===== config.mk =====
export PLATFORM = sky130hd
export DESIGN_NAME = multicycle_ctrl
export DESIGN_NICKNAME = d
export VERILOG_FILES = /design/src/rtl/multicycle_ctrl.sv
export SDC_FILE = /design/constraint.sdc
export NUM_CORES = 1
export LEC_CHECK = 0
export BUFFER_PORTS_ARGS = -buffer_cell sky130_fd_sc_hd__buf_2
export CAP_MARGIN = 20
export CORE_MARGIN = 3
export CORE_UTILIZATION = 51
export DETAILED_ROUTE_END_ITERATION = 6
export GPL_ROUTABILITY_DRIVEN = 0
export GPL_TIMING_DRIVEN = 0
export PLACE_DENSITY = 0.76
export SLEW_MARGIN = 30
export SYNTH_ARGS = -nofsm -noshare
export SYNTH_HDL_FRONTEND = slang
export SYNTH_SLANG_ARGS = --single-unit

===== constraint.sdc =====
create_clock -name clk -period 2.17 [get_ports clk]
set_input_delay 0.434 -clock clk [delete_from_list [all_inputs] [get_ports clk]]
set_output_delay 0.434 -clock clk [all_outputs]
set_load 0.005 [all_outputs]

===== src/rtl/multicycle_ctrl.sv =====
// multicycle_ctrl: main controller for the multicycle RV32I-subset core
// (lw, sw, R-type, I-ALU, beq, jal). One FSM sequences the shared ALU, the
// unified instruction/data memory port and the register file. A watchdog
// abandons a memory access that stalls for MEM_TIMEOUT consecutive cycles.
//
// Optional feature: define MCCTRL_PERF_EN to add the InstRet retired-instruction
// counter output.
//
// Handshake: MemReady is sampled every cycle in FETCH, MEMREAD and MEMWRITE.
// MemReady=1 means the memory completes the access this cycle, so the write
// enables for that access (IRWrite/PCWrite in FETCH, MemWrite in MEMWRITE)
// follow MemReady and the FSM only advances when it is high. There is no
// request valid; the access is implied by the state (visible on state_dbg).

// ALU decoder: maps ALUOp plus instruction fields to the ALU operation.
module aludec (
    input  logic       opb5,
    input  logic [2:0] funct3,
    input  logic       funct7b5,
    input  logic [1:0] aluop,
    output logic [2:0] alucontrol
);

    // ALUOp 00 = add (addresses, PC+4), 01 = subtract (beq), 10 = by funct3
    always_comb begin
        alucontrol = 3'b000;
        case (aluop)
            2'b00: alucontrol = 3'b000;
            2'b01: alucontrol = 3'b001;
            2'b10: begin
                case (funct3)
                    // sub only for R-type; addi keeps imm[10] out of the decision
                    3'b000:  alucontrol = (opb5 && funct7b5) ? 3'b001 : 3'b000;
                    3'b010:  alucontrol = 3'b101;
                    3'b110:  alucontrol = 3'b011;
                    3'b111:  alucontrol = 3'b010;
                    default: alucontrol = 3'b000;
                endcase
            end
            default: alucontrol = 3'b000;
        endcase
    end

endmodule

module multicycle_ctrl #(
    parameter int unsigned MEM_TIMEOUT = 255
) (
    input  logic        clk,
    input  logic        reset,
    input  logic [6:0]  op,
    input  logic [2:0]  funct3,
    input  logic        funct7b5,
    input  logic        Zero,
    input  logic        MemReady,
    output logic        PCWrite,
    output logic        AdrSrc,
    output logic        MemWrite,
    output logic        IRWrite,
    output logic [1:0]  ResultSrc,
    output logic [1:0]  ALUSrcA,
    output logic [1:0]  ALUSrcB,
    output logic [1:0]  ImmSrc,
    output logic        RegWrite,
    output logic [2:0]  ALUControl,
    output logic        Illegal,
    output logic        MemTimeout,
`ifdef MCCTRL_PERF_EN
    output logic [31:0] InstRet,
`endif
    output logic [3:0]  state_dbg
);

    typedef enum logic [3:0] {
        S_FETCH    = 4'd0,
        S_DECODE   = 4'd1,
        S_MEMADR   = 4'd2,
        S_MEMREAD  = 4'd3,
        S_MEMWB    = 4'd4,
        S_MEMWRITE = 4'd5,
        S_EXECR    = 4'd6,
        S_EXECI    = 4'd7,
        S_ALUWB    = 4'd8,
        S_BEQ      = 4'd9,
        S_JAL      = 4'd10
    } state_t;

    localparam logic [6:0] OP_LW   = 7'b0000011;
    localparam logic [6:0] OP_SW   = 7'b0100011;
    localparam logic [6:0] OP_R    = 7'b0110011;
    localparam logic [6:0] OP_I    = 7'b0010011;
    localparam logic [6:0] OP_BEQ  = 7'b1100011;
    localparam logic [6:0] OP_JAL  = 7'b1101111;

    // Counter only needs to reach MEM_TIMEOUT; keep at least one bit.
    localparam int CW = (MEM_TIMEOUT > 1) ? $clog2(MEM_TIMEOUT + 1) : 1;
    localparam logic [CW-1:0] TO_VAL  = CW'(MEM_TIMEOUT);
    localparam logic [CW-1:0] CNT_MAX = {CW{1'b1}};
    localparam bit WD_EN = (MEM_TIMEOUT != 0);

    state_t          state, state_n;
    logic [CW-1:0]   wait_cnt;
    logic            mem_state;
    logic            timeout;
    logic            illegal_dec;
    logic [1:0]      aluop;
    logic            pcwrite_raw, irwrite_raw, memwrite_raw, regwrite_raw;

    assign state_dbg = state;
    assign mem_state = (state == S_FETCH) || (state == S_MEMREAD) || (state == S_MEMWRITE);
    // A ready access in the same cycle wins over the timeout.
    assign timeout   = WD_EN && mem_state && !MemReady && (wait_cnt == TO_VAL);

    // State register
    always_ff @(posedge clk or posedge reset) begin
        if (reset) state <= S_FETCH;
        else       state <= state_n;
    end

    // Watchdog counter: restarts on every state change, counts stalled memory cycles
    always_ff @(posedge clk or posedge reset) begin
        if (reset)
            wait_cnt <= '0;
        else if ((state_n != state) || timeout)
            wait_cnt <= '0;
        else if (mem_state && !MemReady && (wait_cnt != CNT_MAX))
            wait_cnt <= wait_cnt + CW'(1);
    end

    // Next-state logic, including illegal-opcode detection in DECODE
    always_comb begin
        state_n     = state;
        illegal_dec = 1'b0;
        case (state)
            S_FETCH:    if (MemReady) state_n = S_DECODE;
            S_DECODE: begin
                case (op)
                    OP_LW, OP_SW: state_n = S_MEMADR;
                    OP_R:         state_n = S_EXECR;
                    OP_I:         state_n = S_EXECI;
                    OP_BEQ:       state_n = S_BEQ;
                    OP_JAL:       state_n = S_JAL;
                    default: begin
                        state_n     = S_FETCH;
                        illegal_dec = 1'b1;
                    end
                endcase
            end
            S_MEMADR:   state_n = (op == OP_SW) ? S_MEMWRITE : S_MEMREAD;
            S_MEMREAD:  if (MemReady) state_n = S_MEMWB;
            S_MEMWB:    state_n = S_FETCH;
            S_MEMWRITE: if (MemReady) state_n = S_FETCH;
            S_EXECR:    state_n = S_ALUWB;
            S_EXECI:    state_n = S_ALUWB;
            S_ALUWB:    state_n = S_FETCH;
            S_BEQ:      state_n = S_FETCH;
            S_JAL:      state_n = S_ALUWB;
            default:    state_n = S_FETCH;
        endcase
        if (timeout) state_n = S_FETCH;
    end

    // Output decode: Moore from state, except MemReady/Zero qualified enables
    always_comb begin
        pcwrite_raw  = 1'b0;
        irwrite_raw  = 1'b0;
        memwrite_raw = 1'b0;
        regwrite_raw = 1'b0;
        AdrSrc       = 1'b0;
        ResultSrc    = 2'b00;
        ALUSrcA      = 2'b00;
        ALUSrcB      = 2'b00;
        aluop        = 2'b00;
        case (state)
            S_FETCH: begin
                ALUSrcB     = 2'b10;
                ResultSrc   = 2'b10;
                irwrite_raw = MemReady;
                pcwrite_raw = MemReady;
            end
            S_DECODE: begin
                ALUSrcA = 2'b01;
                ALUSrcB = 2'b01;
            end
            S_MEMADR: begin
                ALUSrcA = 2'b10;
                ALUSrcB = 2'b01;
            end
            S_MEMREAD: begin
                AdrSrc = 1'b1;
            end
            S_MEMWB: begin
                ResultSrc    = 2'b01;
                regwrite_raw = 1'b1;
            end
            S_MEMWRITE: begin
                AdrSrc       = 1'b1;
                memwrite_raw = MemReady;
            end
            S_EXECR: begin
                ALUSrcA = 2'b10;
                aluop   = 2'b10;
            end
            S_EXECI: begin
                ALUSrcA = 2'b10;
                ALUSrcB = 2'b01;
                aluop   = 2'b10;
            end
            S_ALUWB: begin
                regwrite_raw = 1'b1;
            end
            S_BEQ: begin
                ALUSrcA     = 2'b10;
                aluop       = 2'b01;
                pcwrite_raw = Zero;
            end
            S_JAL: begin
                ALUSrcA     = 2'b01;
                ALUSrcB     = 2'b10;
                pcwrite_raw = 1'b1;
            end
            default: ;
        endcase
    end

    // Immediate format follows the opcode directly
    always_comb begin
        case (op)
            OP_SW:   ImmSrc = 2'b01;
            OP_BEQ:  ImmSrc = 2'b10;
            OP_JAL:  ImmSrc = 2'b11;
            default: ImmSrc = 2'b00;
        endcase
    end

    // Reset masks every enable and pulse so nothing is written mid-abandon
    assign PCWrite    = pcwrite_raw  && !reset;
    assign IRWrite    = irwrite_raw  && !reset;
    assign MemWrite   = memwrite_raw && !reset;
    assign RegWrite   = regwrite_raw && !reset;
    assign Illegal    = illegal_dec  && !reset;
    assign MemTimeout = timeout      && !reset;

    aludec u_aludec (
        .opb5       (op[5]),
        .funct3     (funct3),
        .funct7b5   (funct7b5),
        .aluop      (aluop),
        .alucontrol (ALUControl)
    );

`ifdef MCCTRL_PERF_EN
    logic retire;
    // An instruction retires when its final state hands back to FETCH normally
    assign retire = !timeout && (state_n == S_FETCH) &&
                    ((state == S_MEMWB) || (state == S_MEMWRITE) ||
                     (state == S_ALUWB) || (state == S_BEQ));

    // Retired-instruction counter, wraps naturally
    always_ff @(posedge clk or posedge reset) begin
        if (reset)       InstRet <= '0;
        else if (retire) InstRet <= InstRet + 32'd1;
    end
`endif

endmodule


==> metrics.md <==
| Metric | Value |
|---|---|
| Failing checks | setup timing |
| FF+latch count, synth | 12 |
| Pwr dens | 599 nW/um^2 |
| Initial core utilization | a little under three fifths |
| Count leader, synth | nand2_1 |
| Mapped Cells | 164 |
| Initial antenna violation count | 0 |
| Mapped Avg Cell Area | 7.35 sq um |
| Top post-synthesis cells by count | nand2_1, nor3_1, nor2_1 |
| Post-synth ARST share | 100% |
| H-tree levels | 1 |
| Io pins | 37 |
| WHS | approximately 0.24 ns |
| Crit path from | state_dbg[2] |
| Max Root-Sink Buffers | 2 |
| Peak supply drop | 0.611 mV |
| Leading area contributor after synthesis | dfrtp_1 |
| Die H | between 50 and 60 um |
| DR vias | 1577 |
| Post-DR wirelength/cell | 17.6 um |
| Post-synth top flop | dfrtp_1 |
| Nets@finish | ~250 |
| Antenna diode count | 0 |
| Final WL | 4460 um |
| Post-Syn Nets | around 180 |
| Area growth syn-to-layout | 51.1% |
| Clock tree sinks | 12 |
| Clock slew at reported path FFs | approximately 0.080 ns |
| Post-layout minimum cycle time | 2.25 ns |
| CP max FO | 10 |
| EDFF count, synth | 0 |
| Top cell type's share of synthesized area | 24.9% |
| DRC viols | 0 |
| Final HPWL DP | 2530 um |
| Fin. Hold Viols | 0 |
| Achievable Freq | 445 MHz |
| Total CTS buffers | 3 |
| # rows | 16 |
| Final setup vio count | 5 |
| Placed cells | about 230 |
| Slew HR | a little under three fifths |
| Gr ovfl total | 0 |
| Register area share after synthesis | 24.9% |
| Vias per cell | between 6 and 7 |
| Full die area | just under 3000 sq um |
| Yosys cell types | 46 |
| Slew at the pin closest to its max-slew limit | 0.638 ns |
| Cts hold-fix bufs | 0 |
| TritonCTS clock tree | built |
| Global-route wire length before repair | ~6300 um |
| Final TNS setup | -0.185 ns |
| Worst Clk Skew | about 0.0034 ns |
| Vias in the first global route | 1348 |
| Number of max-cap violations | 0 |
| CP Capture Type | output port |
| RSZ-0062 raised after global routing | yes |
| Root buf cell | clkbuf_4 |
| Worst hold-check path type | primary input to async pin |
| Tcrit/Tclk final | 104% |
| Die width | about 55 um |
| Ys Warns | 0 |
| Antenna viol nets, final | 0 |
| Place WS | -0.290 ns |
| Setup CP Type | flip-flop to output port |
| GRT Util Overall | 29.1% |
| 1st-iter DRT viols | 97 |
| Largest net degree at the start of global routing | 15 |
| Max Slew Vio Count | 0 |
| Clock Latency Late Sink | 0.28 ns |
| Area contributors post-synth | dfrtp_1, nor3_1, nand2_1 |
| Status | finished with violations |
| Crit path DAT | 1.81 ns |
| PortBufs | 36 |
| Static leakage power | between 0.8 and 0.9 nW |
| Worst setup margin | -0.0775 ns |
| RR Startpoint | wait_cnt[1] |
| Final Non-Filler Cells | 254 |
| Pre-antenna DRT Iters | 5 |
| Critical Path Start Type | flip-flop |
| Crit path required time | between 1.5 and 2 ns |
| Share of cells above drive strength 1 | 42.3% |
| Mapped Area | 1200 sq um |
| Core area | 2100 sq um |
==> kinds of logic (layout without fill, tap and decap cells) <==
logic type,count (synthesis),count (layout),share of synthesized area (%)
buffers and inverters,20,83,7.27
flip-flops,12,12,24.9
AO/OA/AOI/OAI,34,34,18.6
adder cells (fa/ha/maj),3,3,3.12
AND/OR/NAND/NOR,85,85,38.7
XOR/XNOR,9,9,6.54
multiplexers,1,1,0.831
==> per-stage QoR <==
stage / instance area (sq um) / utilization (%) / power [W]
6_report: 1820 / 86.6 / 0.00109
5_1_grt: 1820 / 86.6 / 0.00115
4_1_cts: 1680 / 80.1 / 0.000971
3_5_place_dp: 1420 / 67.5 / 0.000686
3_3_place_gp: 1420 / 67.5 / 0.000678
2_1_floorplan: 1200 / - / 0.000561
==> cell usage in the layout (no fill, tap or decap), types with 2 or more instances in the layout <==
master,instances
a211oi_1,3
xnor2_1,6
inv_1,8
clkbuf_4,3
and2_1,2
a21oi_1,9
nor4_1,2
o21ai_0,8
nand2_1,18
nor4bb_1,2
ha_4,2
nor3_1,15
buf_2,36
nor4_2,2
nor2_2,2
nand4b_1,2
buf_6,6
a31o_2,2
dfrtp_1,12
nor2_4,3
nor2_1,11
xor2_1,2
a31oi_1,2
buf_4,21
and3_1,2
nor2b_1,3
o211ai_1,2
clkbuf_8,2
nand3_1,6
==> timing repair <==
action | in CTS | in global routing
pin swaps | 5 | 9
buffers inserted | 14 | 9
endpoints found under the hold margin | 0 | 0
endpoints found under the setup margin | 10 | 9
resized for setup | 30 | 18
==> metal layers <==
layer,share of wire [%],up-vias,global-route usage (%)
li1,-,718,-
met4,2.3,0,8.30
met1,41,743,38.6
met3,9.6,14,6.27
met2,47,102,46.9
met5,0,-,0
==> worst paths after layout <==
path	to	slack, ns	cells past startpoint
setup / recovery	ALUControl[2]	-0.08	9
hold / removal	wait_cnt[7]	0.24	2
setup reg to reg	wait_cnt[6]	0.06	8
hold reg to reg	wait_cnt[7]	0.60	2
max in group asynchronous	state_dbg[2]	1.58	2
min in group clk	state_dbg[3]	0.54	3
==> power by group <==
group	internal [W]	leakage, nW	switching, W
clock network	0.000102	0.0210	0.0000829
registers	0.000253	0.164	0.0000348
logic	0.000294	0.640	0.000324
total	0.000649	0.825	0.000442
==> sequential cells by signal, summed over array words and instances (netlist names) <==
signal and flops:
wait_cnt 8, state_dbg 4
==> critical path: stages, from the launching register on <==
cell and delay [ns]:
dfrtp_1 0.39, buf_6 0.14, buf_6 0.15, nand2_4 0.07
nor2_4 0.13, inv_1 0.08, ha_4 0.24, nor2_1 0.07
and4_1 0.16, buf_2 0.11
==> final cells by class <==
| cell class | count | area [sq um] |
|---|---|---|
| Inverter | 11 | 47.5 |
| Sequential cell | 12 | 300 |
| Multi-Input combinational cell | 132 | 935 |
| Tap cell | 27 | 33.8 |
| Timing Repair Buffer | 59 | 360 |
| Clock buffer | 4 | 36.3 |
| Buffer | 9 | 108 |
| Fill cell | 98 | 282 |
No activity file was read; power rests on OpenSTA's default activity.
